--- src/rtl/elevator_scan_controller.sv ---
// Elevator SCAN sequencing controller: latches floor calls, moves the car
// one floor per travel interval and holds the door open at served floors.
module elevator_scan_controller #(
  parameter int NUM_FLOORS    = 8,
  parameter int TRAVEL_CYCLES = 4,
  parameter int DOOR_CYCLES   = 3
) (
  input  logic                  clk,
  input  logic                  reset,
  input  logic [NUM_FLOORS-1:0] req,
  output logic [3:0]            floor_bcd,
  output logic                  moving_up,
  output logic                  moving_down,
  output logic                  door_open,
  output logic [NUM_FLOORS-1:0] pending
);

  typedef enum logic [1:0] {
    IDLE,
    MOVE_UP,
    MOVE_DOWN,
    DOOR_OPEN
  } state_t;

  localparam logic [15:0] TRAVEL_LAST = 16'(TRAVEL_CYCLES - 1);
  localparam logic [15:0] DOOR_LAST   = 16'(DOOR_CYCLES - 1);

  state_t                state, state_n, dec_state;
  logic                  dir_up, dir_up_n, dec_up;
  logic [15:0]           timer, timer_n;
  logic [3:0]            floor_n;
  logic [NUM_FLOORS-1:0] eff, fmask, pend_n;
  logic                  above, below, here, dec_here;
  logic                  here_req, up_hit, dn_hit;
  logic                  at_top, at_bot;

  always_comb begin
    eff   = pending | req;
    fmask = '0;
    above = 1'b0;
    below = 1'b0;
    for (int i = 0; i < NUM_FLOORS; i++) begin
      fmask[i] = (floor_bcd == 4'(i));
      if (eff[i] && (4'(i) > floor_bcd)) above = 1'b1;
      if (eff[i] && (4'(i) < floor_bcd)) below = 1'b1;
    end
    here     = |(eff & fmask);
    here_req = |(req & fmask);
    up_hit   = |(eff & (fmask << 1));
    dn_hit   = |(eff & (fmask >> 1));
    at_top   = fmask[NUM_FLOORS-1];
    at_bot   = fmask[0];
  end

  // Door expiry never re-serves its own floor, so only IDLE may pick "here".
  assign dec_here = here && (state == IDLE);

  always_comb begin
    dec_state = IDLE;
    dec_up    = dir_up;
    if (dec_here) begin
      dec_state = DOOR_OPEN;
    end else if (above && (dir_up || !below)) begin
      dec_state = MOVE_UP;
      dec_up    = 1'b1;
    end else if (below) begin
      dec_state = MOVE_DOWN;
      dec_up    = 1'b0;
    end
  end

  always_comb begin
    state_n  = state;
    dir_up_n = dir_up;
    timer_n  = timer;
    floor_n  = floor_bcd;
    pend_n   = eff;
    unique case (state)
      IDLE: begin
        timer_n  = '0;
        state_n  = dec_state;
        dir_up_n = dec_up;
        if (dec_state == DOOR_OPEN) pend_n = eff & ~fmask;
      end
      MOVE_UP: begin
        if (timer == TRAVEL_LAST) begin
          timer_n = '0;
          if (at_top) begin
            state_n = IDLE;
          end else begin
            floor_n = floor_bcd + 4'd1;
            if (up_hit) begin
              state_n = DOOR_OPEN;
              pend_n  = eff & ~(fmask << 1);
            end
          end
        end else begin
          timer_n = timer + 16'd1;
        end
      end
      MOVE_DOWN: begin
        if (timer == TRAVEL_LAST) begin
          timer_n = '0;
          if (at_bot) begin
            state_n = IDLE;
          end else begin
            floor_n = floor_bcd - 4'd1;
            if (dn_hit) begin
              state_n = DOOR_OPEN;
              pend_n  = eff & ~(fmask >> 1);
            end
          end
        end else begin
          timer_n = timer + 16'd1;
        end
      end
      DOOR_OPEN: begin
        // A call for the open floor only extends the door, never latches.
        pend_n = eff & ~fmask;
        if (here_req) begin
          timer_n = '0;
        end else if (timer == DOOR_LAST) begin
          timer_n  = '0;
          state_n  = dec_state;
          dir_up_n = dec_up;
        end else begin
          timer_n = timer + 16'd1;
        end
      end
    endcase
  end

  always_ff @(posedge clk or posedge reset) begin
    if (reset) begin
      state       <= IDLE;
      dir_up      <= 1'b1;
      timer       <= '0;
      floor_bcd   <= '0;
      pending     <= '0;
      moving_up   <= 1'b0;
      moving_down <= 1'b0;
      door_open   <= 1'b0;
    end else begin
      state       <= state_n;
      dir_up      <= dir_up_n;
      timer       <= timer_n;
      floor_bcd   <= floor_n;
      pending     <= pend_n;
      moving_up   <= (state_n == MOVE_UP);
      moving_down <= (state_n == MOVE_DOWN);
      door_open   <= (state_n == DOOR_OPEN);
    end
  end

endmodule

--- config.mk ---
export PLATFORM = sky130hd
export DESIGN_NAME = elevator_scan_controller
export DESIGN_NICKNAME = d
export VERILOG_FILES = /design/src/rtl/elevator_scan_controller.sv
export SDC_FILE = /design/constraint.sdc
export NUM_CORES = 1
export LEC_CHECK = 0
export BUFFER_PORTS_ARGS = -buffer_cell sky130_fd_sc_hd__buf_2
export CORE_ASPECT_RATIO = 1.1
export CORE_MARGIN = 4
export CORE_UTILIZATION = 35
export DETAILED_ROUTE_END_ITERATION = 16
export HOLD_SLACK_MARGIN = 0.06
export PLACE_DENSITY = 0.62
export SLEW_MARGIN = 0
export SYNTH_ARGS = -nofsm -noshare
export SYNTH_HDL_FRONTEND = slang
export SYNTH_SLANG_ARGS = --single-unit
--- constraint.sdc ---
create_clock -name clk -period 5.6 [get_ports clk]
set_input_delay 1.12 -clock clk [delete_from_list [all_inputs] [get_ports clk]]
set_output_delay 1.12 -clock clk [all_outputs]
set_load 0.01 [all_outputs]
==> impl.org, run 1 <==
** Layout
- Cells fill 40.15% of the core in the end.
- In the final design database the tool counted 336 nets.
- The multi-input combinational cells in the finished layout cover a total of 1600 sq um.
- In the final layout, the share of cells above drive strength 1 is a little under a fifth.
- Leaving out filler cells and counting taps, the final layout contains 400.
- Area of all sequential standard cells :: 852.1 sq um
- Filler cell count :: 722
- Compared with the post-synthesis result, the final layout area differs by 10.98%.
- Antenna diode count :: 0

** Drt
- Post-DR vias/cell :: 5.975
- Once detail routing completed, the nets flagged for antenna violations numbered 0.
- The first routing iteration left between 300 and 400 violations.
- Drt pass-1 iters :: 7
- After detailed routing, the average wire length per cell comes to 17.09 um.
- The routed layout has about 2400 vias.
- Total wire length :: 6.836 mm
- In the routed design, unresolved DRC markers number 0.

** Yosys
- For this run, the register share of the synthesized area comes to around a third.
- The share of synthesized area in the top cell type comes to 32.21%.
- Counting flops with an async set or reset pin after synthesis yields a share of 100.0%.
- Cells after synthesis :: just under 300
- In this run the cell area of the synthesized design comes to 2564 sq um.
- The netlist uses roughly 70 different library cells.
- Yosys printed 0 warnings.
- Cell with the most instances after synthesis :: sky130_fd_sc_hd__nor2_1
- Most frequently used flop master after synthesis :: sky130_fd_sc_hd__dfrtp_1
- Post-Synthesis Mean Instance Area :: 8.691 sq um
- Post-synthesis sequential element count :: 34
- In the post-synthesis netlist, the biggest area contributors are sky130_fd_sc_hd__dfrtp_1 32%, sky130_fd_sc_hd__nor2_1 7.0%, sky130_fd_sc_hd__ha_1 5.9%.
- By count the netlist is led by 48 x sky130_fd_sc_hd__nor2_1, 33 x sky130_fd_sc_hd__dfrtp_1, 22 x sky130_fd_sc_hd__nand2_1.
- The synthesized design contains 0 enable-type register cells.
- Summed over all instances, the cell type with the most area after synthesis is sky130_fd_sc_hd__dfrtp_1.
- When the netlist entered floorplanning its net count stood at roughly 320.

** CTS
- The clock net in this run drives a total of 34 sinks.
- Count of hold-fix buffers inserted at cts :: 0
- The number of gates resized after CTS was 0.
- TritonCTS created 5 clock buffers.
- Clock latency at the later pin of the worst-skew pair :: ~0.29 ns
- Max H-tree Level :: 2
- The clock passes through at most 2 buffers.
- CTS root buffer :: sky130_fd_sc_hd__clkbuf_8
- TritonCTS built the clock tree.
- Clock-pin slew was measured on the worst setup and hold paths at roughly 0.080 ns.
- The number of setup buffers added after CTS is 0.

** Place
- Summed over all nets, the half-perimeter wirelength after detailed placement is 4.905 mm.
- The number of placed instances, taps included, is 392.
- In this run the tool buffered the top-level ports with 24 buffer cells.
- At the end of routability-driven placement, the weighted congestion stood at 0.9145.

** GRT
- Largest net degree at the start of global routing :: 35
- First-pass GRT wire length :: 11.46 mm
- The initial antenna violation count was 0.
- The number of global-route vias before repair is around 2400.
- Global routing finished with a remaining overflow of 0.
- Total GRT Usage :: 16.43%

** Pwr
- Leakage component of the power :: 1.144 nW
- For this design the ratio of total power to cell area is 505.4 nW/um^2.
- IR drop worst, VDD :: 0.1452 mV

** STA
- Setup repair after global routing missed its margin :: false
- Headroom to the max-slew limit came out at 58.12%.
- Dividing the final minimum period by the clock period gives between 50% and 60%.
- Worst-Margin Slew :: 0.6258 ns
- Setup TNS :: 0 ns
- Final Slew Violations :: 0
- The final-report hold violation count came to 0.
- Subtracting the final worst setup slack from the clock period gives 2.812 ns.
- Setup-violating endpoint count in the final report :: 0
- Based on the critical path, the design can be clocked at up to 0.3556 GHz.
- Largest clock skew in the final design :: 0.008557 ns

** Floorplanning
- DIE AREA :: 8759 sq um
- Die height :: between 90 and 100 um
- 25 I/O pins were placed.
- The initial utilization of the core area, before any placement, comes to 36.18%.
- In this run the core area contains 32 standard-cell rows.
- After floorplanning, the core was sized to cover slightly above 7000 sq um.
- DIE WIDTH :: 89.60 um

** Outcome
- Status :: finished, final reports clean

** Critical path
- STA classifies the critical path endpoint as a flop.
- Highest-delay cell along the critical path :: sky130_fd_sc_hd__nor3b_1
- STA classifies the critical path startpoint as a flop.
- Required time at the endpoint of the critical path :: 5.79 ns
- Crit path max fanout :: 11
- Critical path type :: reg2reg
- Data on the critical path arrives at its endpoint at 3.00 ns.
- The signal on the critical path passes through inv_1 > ha_1 > nor3b_1 > o21ai_2 > o2111ai_1 > nand4bb_1 > a31oi_1 > nor4_4 > inv_2 > nor2_2.
- Delay of the slowest cell on the worst path :: 0.56 ns

** Flow run
- Max-cap violations in this run came to 0.

** Hold path
- The path class of the tightest hold or removal check is reg2reg.
worst max-delay path: cells and delay by family (launching register included):
family                     cells  cell delay [ns]
and+or+nand+nor                4             0.89
AOI/OAI and AO/OA              3             0.64
DFF                            1             0.51
buffers and inverters          2             0.25
adders and majority gates      1             0.40
power breakdown:
group | total, W | internal, W | switching, W | leakage, nW
clock network | 0.000228 | 0.000132 | 0.0000954 | 0.0504
logic | 0.000813 | 0.000306 | 0.000506 | 0.654
registers | 0.000398 | 0.000309 | 0.0000881 | 0.439
total | 0.00144 | 0.000748 | 0.000690 | 1.14
through the flow:
stage	hold WS, ns	area [sq um]	total power [W]	worst slack, ns
after CTS	0.5433	2845	0.001430	2.810
after global placement	0.5078	2731	0.001189	2.642
final	0.5306	2845	0.001438	2.788
after global routing	0.5831	2845	0.001561	2.453
after floorplan	0.4856	2564	0.0009878	3.043
after detailed placement	0.5263	2731	0.001192	2.608
layout make-up:
type                            instances  share of cell area (%)
Clock inverter                          3                   1.583
Tap cell                               85                   3.738
Clock buffer                            5                   2.419
Timing Repair Buffer                   25                   4.485
Sequential cell                        34                   29.95
Multi-Input combinational cell        236                   56.24
Inverter                               12                   1.583
worst paths after layout:
| kind | from | to | slack (ns) | cells past startpoint |
|---|---|---|---|---|
| setup reg to reg | floor_bcd[1] | moving_down | 2.79 | 10 |
| setup / recovery | floor_bcd[1] | moving_down | 2.79 | 10 |
| hold reg to reg | dir_up | dir_up | 0.53 | 2 |
| max in group asynchronous | reset | dir_up | 4.34 | 3 |
| hold / removal | dir_up | dir_up | 0.53 | 2 |
| min in group asynchronous | reset | timer[6] | 0.92 | 3 |
metal layers:
layer  vias up  track usage, %  share of wire [%]
li1       1111               -                  -
met1      1115           21.72                 42
met2       139           24.72                 46
met3        25           4.051                8.5
met4         0           7.904                3.7
met5         -               0                  0
placed cells by master, fill, tap and decap left out, types with 6 or more instances in the layout:
cell type	instances
sky130_fd_sc_hd__nor3_1	6
sky130_fd_sc_hd__a21oi_1	10
sky130_fd_sc_hd__o21ai_0	17
sky130_fd_sc_hd__ha_1	12
sky130_fd_sc_hd__inv_1	10
sky130_fd_sc_hd__dfrtp_1	33
sky130_fd_sc_hd__nand4_1	8
sky130_fd_sc_hd__nand2_1	22
sky130_fd_sc_hd__xnor2_1	8
sky130_fd_sc_hd__a31oi_1	6
sky130_fd_sc_hd__buf_2	24
sky130_fd_sc_hd__xor2_1	9
sky130_fd_sc_hd__nand3_1	8
sky130_fd_sc_hd__nor2_1	48
registers in the layout (all words and copies together) (netlist names):
register     count
state            2
dir_up           1
moving_down      1
moving_up        1
door_open        1
timer           16
floor_bcd        4
pending          8
cell families after synthesis:
| logic type | synth area share [%] |
|---|---|
| XOR/XNOR | 5.808 |
| multiplexers | 1.562 |
| buffers and inverters | 4.344 |
| flip-flops | 33.24 |
| adder cells (fa/ha/maj) | 5.856 |
| AND/OR/NAND/NOR | 28.06 |
| AO/OA/AOI/OAI | 21.13 |
Power figures use the tool's default switching activity.
==> run 2, diff against run 1 <==
- PLACE_DENSITY: 0.62 -> 0.64
- clock period: 5.6 -> 2.3 ns (I/O delays scaled with it)
==> run 2 against run 1 <==
Against the previous run:
- clock-buffer cell count increased by 3
- wire length increased by 13%
- first-iteration DRC count decreased by 58%
- critical path type unchanged
- register-to-register slack got worse by 2.7 ns
- power increased to 2.9 times the previous value
- non-clock buffer count increased by 46
- cell area increased by 18%
- sequential power increased by 140%
==> impl.org, run 2 (synthesized netlist as in run 1, its figures left out) <==
** Critical path
- STA puts the critical path data arrival time at 2.40 ns.
- Critical path startpoint category :: flop
- The critical path contains buffers and inverters numbering 2 combined.
- Reg2Reg Launch Point :: floor_bcd[0]
- The kind of cell with the highest combined delay along the critical path is simple AND/OR/NAND/NOR gates.
- Traced cell by cell, the critical path runs through inv_2 > ha_4 > or3b_4 > buf_6 > o22ai_1 > or3_4 > and4_4 > nor4_4 > nor2_1.
- Required time at the endpoint of the critical path :: 2.47 ns
- The slowest stage of the critical path belongs to the cell sky130_fd_sc_hd__dfrtp_2.
- STA classifies the critical path endpoint as a flop.
- Crit path max fanout :: 4
- For this run, the slowest stage of the critical path takes 0.42 ns.
- Critical path type :: reg2reg
- The critical path starts at floor_bcd[0].

** Drt
- Drt pass-1 iters :: 7
- For this block, the initial DRC count from the detailed router was ~140.
- Drt wl/cell :: 17.33 um
- The routed layout has 2576 vias.
- Dividing the detail-routed via count by the number of cells gives 5.776.
- Remaining antenna violation count after routing :: 0
- Total wire length :: 7.729 mm
- For this run, design rule violations remaining after detail routing come to 0.

** STA
- Fraction of the cycle the final worst path needs :: 96.84%
- Achievable Freq :: 0.4490 GHz
- Setup-violating endpoint count in the final report :: 0
- Minimum clock period after layout :: 2.227 ns
- Worst-Margin Slew :: 0.5039 ns
- Relative slew slack :: 66.41%
- The final-report max-slew violation count was 0.
- The final-report hold violation count is 0.
- Largest clock skew in the final design :: roughly 0.011 ns

** CTS
- The clock reaches the later pin of the worst-skew pair after around 0.30 ns.
- CTS root buffer :: sky130_fd_sc_hd__clkbuf_8
- Worst-path clk slew :: 0.08 ns
- Maximum buffer depth of the clock tree :: 2
- Max H-tree Level :: 2
- CTS saw 34 sinks.
- TritonCTS built the clock tree.
- Number of buffers inserted during clock tree synthesis :: 5
- Buffers inserted to repair hold after CTS numbered 0.

** Floorplanning
- DIE AREA :: 8759 sq um
- After floorplanning, the core was sized to cover roughly 7100 sq um.
- Initial Util :: 36.18%
- Die height :: 97.76 um
- The initialized floorplan defines 32 standard-cell rows.
- Num ports :: 25
- DIE WIDTH :: between 80 and 90 um

** Layout
- Antenna diode count :: 0
- Area Overhead vs Synth :: 31.19%
- The top cell types in the final layout, fill and taps aside, are 48 x sky130_fd_sc_hd__nor2_1, 46 x sky130_fd_sc_hd__buf_4, 29 x sky130_fd_sc_hd__dfrtp_1.
- For this run, the number of standard cells in the final layout without fillers is 446.
- The largest registers in the layout are timer (16), pending (8), floor_bcd (4).
- In the final layout, the share of cells above drive strength 1 is 37.67%.
- At the end of the flow the core is filled with cells to 47.46%.
- In the final design database the tool counted around 380 nets.
- The register with the most flip-flops in the layout has 16 of them.
- Top reg by flops :: timer
- Most frequent standard cell in the layout excluding fill and tap cells :: sky130_fd_sc_hd__nor2_1

** Outcome
- The flow ran to the end, and the final reports show no timing, DRC or antenna violations.

** Place
- Post-detail-place hpwl :: 5.589 mm
- Routability congestion estimate from global placement :: 0.9518
- The count of buffers added on input and output ports is 24.
- Once placement completed, the tool counted placed cells totaling 425.

** GRT
- Antenna violations before repair :: 0
- Entering global routing, the biggest net connects 35 pins.
- Total GRT Usage :: 17.65%
- The number of global-route vias before repair came to 2448.
- Sum of overflow across all layers after global routing :: 0
- The first global-routing pass estimated 12.06 mm of wire.

** Flow run
- MaxCap Viol Count :: 0

** Pwr
- In this run the power density over the cells is 1250 nW/um^2.
- Leakage component of the power :: 1.399 nW
- VDD sags by at most 0.4377 mV.

** Hold path
- The min-delay analysis places its worst path in the category in2async.
==> run 2: cell count changes in the layout (fill, tap and decap cells not counted), sizes merged <==
cell,change
buf,+46
bufinv,-1
clkbuf,+3
clkinvlp,-2
==> run 2: stage by stage <==
step	power [W]	hold slack, ns	area, sq um	worst slack (ns)	setup TNS [ns]
after global routing	0.004479	0.2982	3363	-0.01668	-0.02289
final	0.004204	0.2378	3363	0.07266	0
after global placement	0.003235	0.5069	2987	-0.01463	-0.04021
after floorplan	0.002455	0.4856	2589	0.01487	0
after CTS	0.003791	0.2599	3109	0.004933	0
after detailed placement	0.003235	0.5082	2987	-0.05104	-0.1636
==> run 2: repair_timing <==
| action | CTS | global route |
|---|---|---|
| pin swaps | 1 | 16 |
| setup buffers | 1 | 12 |
| resized for setup | 3 | 35 |
| setup endpoints to repair | 4 | 25 |
==> run 2: tightest hold or removal path, delay by kind of cell <==
kind	cells	cell delay, ns
buffers and inverters	3	0.51
==> run 2: path summary, 6_finish.rpt <==
path | endpoint | slack, ns | depth (start not counted)
min in group clk | pending[0] | 0.47 | 3
max in group asynchronous | dir_up | 1.71 | 3
min | pending[7] | 0.24 | 3
max reg2reg | moving_up | 0.07 | 9
min reg2reg | dir_up | 0.52 | 2
max | moving_up | 0.07 | 9
==> run 2: where the power goes <==
group	internal, W	leakage (nW)	switching (W)	total (W)
sequential	0.000761	0.433	0.000198	0.000958
combinational	0.00120	0.908	0.00152	0.00272
clock	0.000302	0.0575	0.000225	0.000528
total	0.00226	1.40	0.00195	0.00420
==> run 2: area by class of cell <==
| type | instances | area [sq um] |
|---|---|---|
| repair buffers | 71 | 476.7 |
| flip-flops and latches | 34 | 857.1 |
| inverters | 12 | 47.55 |
| fillers | 685 | 3724 |
| multi-input cells | 236 | 1765 |
| clock buffers | 8 | 110.1 |
| well taps | 85 | 106.4 |
==> run 2: routing by layer <==
metal | vias to the layer above | part of all wire, % | track usage [%]
li1 | 1204 | - | -
met1 | 1209 | 41 | 22.83
met2 | 144 | 48 | 26.91
met3 | 19 | 8.3 | 4.726
met4 | 0 | 2.7 | 8.362
met5 | - | 0 | 0
==> run 3, diff against run 2 <==
- ABC_AREA: not set -> 1
- CELL_PAD_IN_SITES_DETAIL_PLACEMENT: not set -> 0
- CELL_PAD_IN_SITES_GLOBAL_PLACEMENT: not set -> 1
- PLACE_DENSITY: 0.64 -> 0.81
==> run 3 against run 2 <==
Against the previous run:
- utilization shrank 4.6 points
- critical path depth shrank 2
- clock-buffer cell count shrank 2
- critical endpoint is now floor_bcd[2]
- power shrank 4.8%
- combinational power shrank 11%
- synthesized area grew 2.1%
- clock power grew 33%
- first-iteration DRC count grew 22%
- wire length shrank 5.3%
- sequential power shrank 8.2%
- clock skew shrank 0.0051 ns
- register-to-register slack gained 0.13 ns
==> impl.org, run 3 <==
** Critical path
- Data on the critical path arrives at its endpoint at 2.26 ns.
- The worst register-to-register path begins at state[0].
- Critical path type :: reg2reg
- STA classifies the critical path startpoint as a flop.
- Data on the critical path is required at its endpoint by 2.47 ns.
- Capturing element type of the critical path :: flop
- Launch point of the worst path :: state[0]
- Setup slack of the worst register-to-register path :: 0.20 ns
- Crit path max fanout :: 7
- The number of cells on the worst reg-to-reg path is 7.
- Endpoint of the lowest-slack register-to-register path :: floor_bcd[2]
- Capture point of the worst path :: floor_bcd[2]

** GRT
- Sum of overflow across all layers after global routing :: 0
- For this run, global-route usage on met1 was measured as 20.94%.
- Global routing consumed, on the met3 layer, under 10% of the routing resources.
- The first global-routing pass estimated 12.60 mm of wire.
- The initial antenna violation count came to 0.
- The number of global-route vias before repair came to roughly 2600.
- Global routing used 17.19% of the available tracks.
- Largest net degree at the start of global routing :: 35
- Met2 GRT Util :: between 30% and 40%
- met2 is the most crowded layer.

** STA
- The final-report max-slew violation count is 0.
- Measured against its own limit, the worst slew margin works out to about 65%.
- The worst path in the final design needs a cycle of roughly 2.1 ns, including I/O delays and setup.
- Setup repair after global routing left no endpoint under its margin.
- On the final layout, the worst hold slack is about 0.26 ns.
- Setup TNS :: 0 ns
- Setup violations remaining at the end of the flow were counted as 0.
- Based on the critical path, the design can be clocked at up to between 0.4 and 0.5 GHz.
- Final hold violation count :: 0
- Worst-Margin Slew :: roughly 0.52 ns
- Across the routed clock network, the largest skew measured is roughly 0.006 ns.
- Fraction of the cycle the final worst path needs :: around nine tenths

** Flow run
- Across the run, the number of max-cap violations was 0.

** Drt
- Summed over all layers, the routed wires come to 7.318 mm.
- Once detail routing completed, the nets flagged for antenna violations numbered 0.
- Drt wl/cell :: 14.13 um
- The first detailed-routing pass ran for 5 iterations.
- Drt initial violations :: 175
- Post-DR vias/cell :: 5.104
- Total DRC errors in the routed layout :: 0
- Summing over every cut layer, the via total after detailed routing is between 2000 and 3000.

** Layout
- The finished cells cover 3057 sq um.
- Multi-input combinational cell area :: around 1500 sq um
- The number of antenna diodes in the final layout is 0.
- Leaving out fill and tap cells, the most frequent cell in the layout is sky130_fd_sc_hd__nand2_1.
- Most frequent cells in the layout :: 100 x sky130_fd_sc_hd__nand2_1, 61 x sky130_fd_sc_hd__nor2_1, 55 x sky130_fd_sc_hd__inv_1
- More flip-flops sit in one register than any other, and that register is timer.
- In the final layout, flip-flops and latches occupy 852.1 sq um.
- From synthesis to final layout, the design area changed by 16.72%.
- Max reg flops :: 16
- After the last flow step, the layout net total stands at around 450.
- Filler cell count :: 760
- In the final layout, the registers with the most flip-flops are timer (16), pending (8), floor_bcd (4).
- Share of final-layout standard cells stronger than drive strength 1 :: 14.78%

** Place
- Post-detail-place hpwl :: 5.545 mm
- Routability congestion estimate from global placement :: 0.8731
- # port buffers :: 24
- Placed cell area :: 2907 sq um

** Yosys
- Top-area cell type share of the netlist area :: between 30% and 40%
- Post-Synthesis Net Count :: approximately 420
- Netlist Area Pre-Place :: 2619 sq um
- Cell with the most instances after synthesis :: sky130_fd_sc_hd__nand2_1
- Counting flops with a built-in enable in the synthesized netlist gives 0.
- Top post-synthesis cells by area :: sky130_fd_sc_hd__dfrtp_1 32%, sky130_fd_sc_hd__nand2_1 14%, sky130_fd_sc_hd__nor2_1 8.9%
- Post-synthesis sequential element count :: 34
- Each instance of the synthesized netlist takes up on average 6.613 sq um.
- Library cells used by synthesis :: 37
- Share of synthesized registers carrying an async set or reset :: 100.0%
- In the synthesized netlist the dominant register cell turns out to be sky130_fd_sc_hd__dfrtp_1.
- Most common library cells after synthesis :: 100 x sky130_fd_sc_hd__nand2_1, 62 x sky130_fd_sc_hd__nor2_1, 55 x sky130_fd_sc_hd__inv_1
- In the synthesized netlist, the number of instances is 396.
- Sequential area share after synthesis :: 32.54%
- The Yosys step of the flow raised 0 warnings.
- Summed over all instances, the cell type with the most area after synthesis is sky130_fd_sc_hd__dfrtp_1.

** Floorplanning
- The floorplan step defined a die boundary enclosing 8932 sq um.
- In this run the horizontal extent of the chip is 90.48 um.
- Initial Util :: roughly 37%
- The floorplan has 32 rows.
- Core Area :: between 7000 and 8000 sq um
- In this run the count of I/O pins placed on the die edge is 25.
- The die is between 90 and 100 um tall.

** CTS
- Number of buffers inserted during clock tree synthesis :: 5
- Worst-path clk slew :: 0.08 ns
- The tree is rooted in a sky130_fd_sc_hd__clkbuf_8.
- CTS built an H-tree with a depth of 2.
- CTS tree :: built
- CTS saw 34 sinks.
- Maximum buffer depth of the clock tree :: 2
- Clock latency at the later pin of the worst-skew pair :: 0.29 ns

** Hold path
- The min-delay analysis places its worst path in the category in2async.

** Pwr
- The worst-case IR drop observed on VDD is 0.5864 mV.
- Leakage component of the power :: 1.606 nW
- Overall Power :: 0.004004 W
- In this run the power density over the cells is 1310 nW/um^2.

** Outcome
- Status :: finished, final reports clean
-- run 3: per-stage QoR --
stage	cells	utilization, %	setup WS (ns)
final	518	42.89	0.2010
after floorplan	396	-	0.2498
after CTS	518	42.78	0.1658
after global placement	510	40.78	0.2033
after detailed placement	510	40.78	0.1809
after global routing	518	42.89	0.005674
-- run 3: routing by layer --
| metal | share of wire, % | wire length (um) | vias up |
|---|---|---|---|
| met3 | 3.7 | 272 | 14 |
| met1 | 45 | 3286 | 1227 |
| met2 | 49 | 3592 | 69 |
| li1 | - | - | 1334 |
| met4 | 2.3 | 166 | 0 |
| met5 | 0 | 0 | - |
-- run 3: worst min-delay path by stage --
stage,slack (ns),end,cells after the start
after detailed placement,0.46,timer[0],1
final,0.26,pending[5],3
after CTS,0.29,timer[5],3
after global routing,0.32,pending[5],3
after global placement,0.45,timer[0],1
after floorplan,0.43,timer[0],1
-- run 3: report_power, final --
group | total (W) | leakage, nW | switching (W) | internal (W)
Sequential | 0.000879 | 0.442 | 0.000116 | 0.000764
Combinational | 0.00242 | 1.09 | 0.00160 | 0.000828
Clock | 0.000700 | 0.0714 | 0.000238 | 0.000463
Total | 0.00400 | 1.61 | 0.00195 | 0.00205
-- run 3: logic make-up after synthesis --
family	after synthesis	share of synthesized area, %
simple gates	221	36.65
buf+inv	64	9.269
mux	1	0.3822
flops	34	32.54
compound gates	52	11.42
xor+xnor	12	4.013
fa+ha+maj	12	5.733
-- run 3: critical path, stage by stage, from the launching register on --
cell                       delay, ns
sky130_fd_sc_hd__dfrtp_1        0.40
sky130_fd_sc_hd__inv_1          0.13
sky130_fd_sc_hd__ha_1           0.35
sky130_fd_sc_hd__inv_1          0.20
sky130_fd_sc_hd__nor2_1         0.12
sky130_fd_sc_hd__nor4_4         0.38
sky130_fd_sc_hd__o211ai_1       0.20
sky130_fd_sc_hd__xor2_1         0.18
-- run 3: timing repair --
item / in CTS / in global routing
setup buffers: 0 / 0
resized for setup: 0 / 3
setup endpoints to repair: 0 / 4
hold buffers: 0 / 0
-- run 3: final cells by class --
class / instances / share of cell area (%)
well taps: 85 / 3.479
clock inverters: 2 / 1.965
clock buffers: 6 / 2.702
multi-input cells: 298 / 50.10
inverters: 57 / 7.000
repair buffers: 36 / 6.877
flip-flops and latches: 34 / 27.88
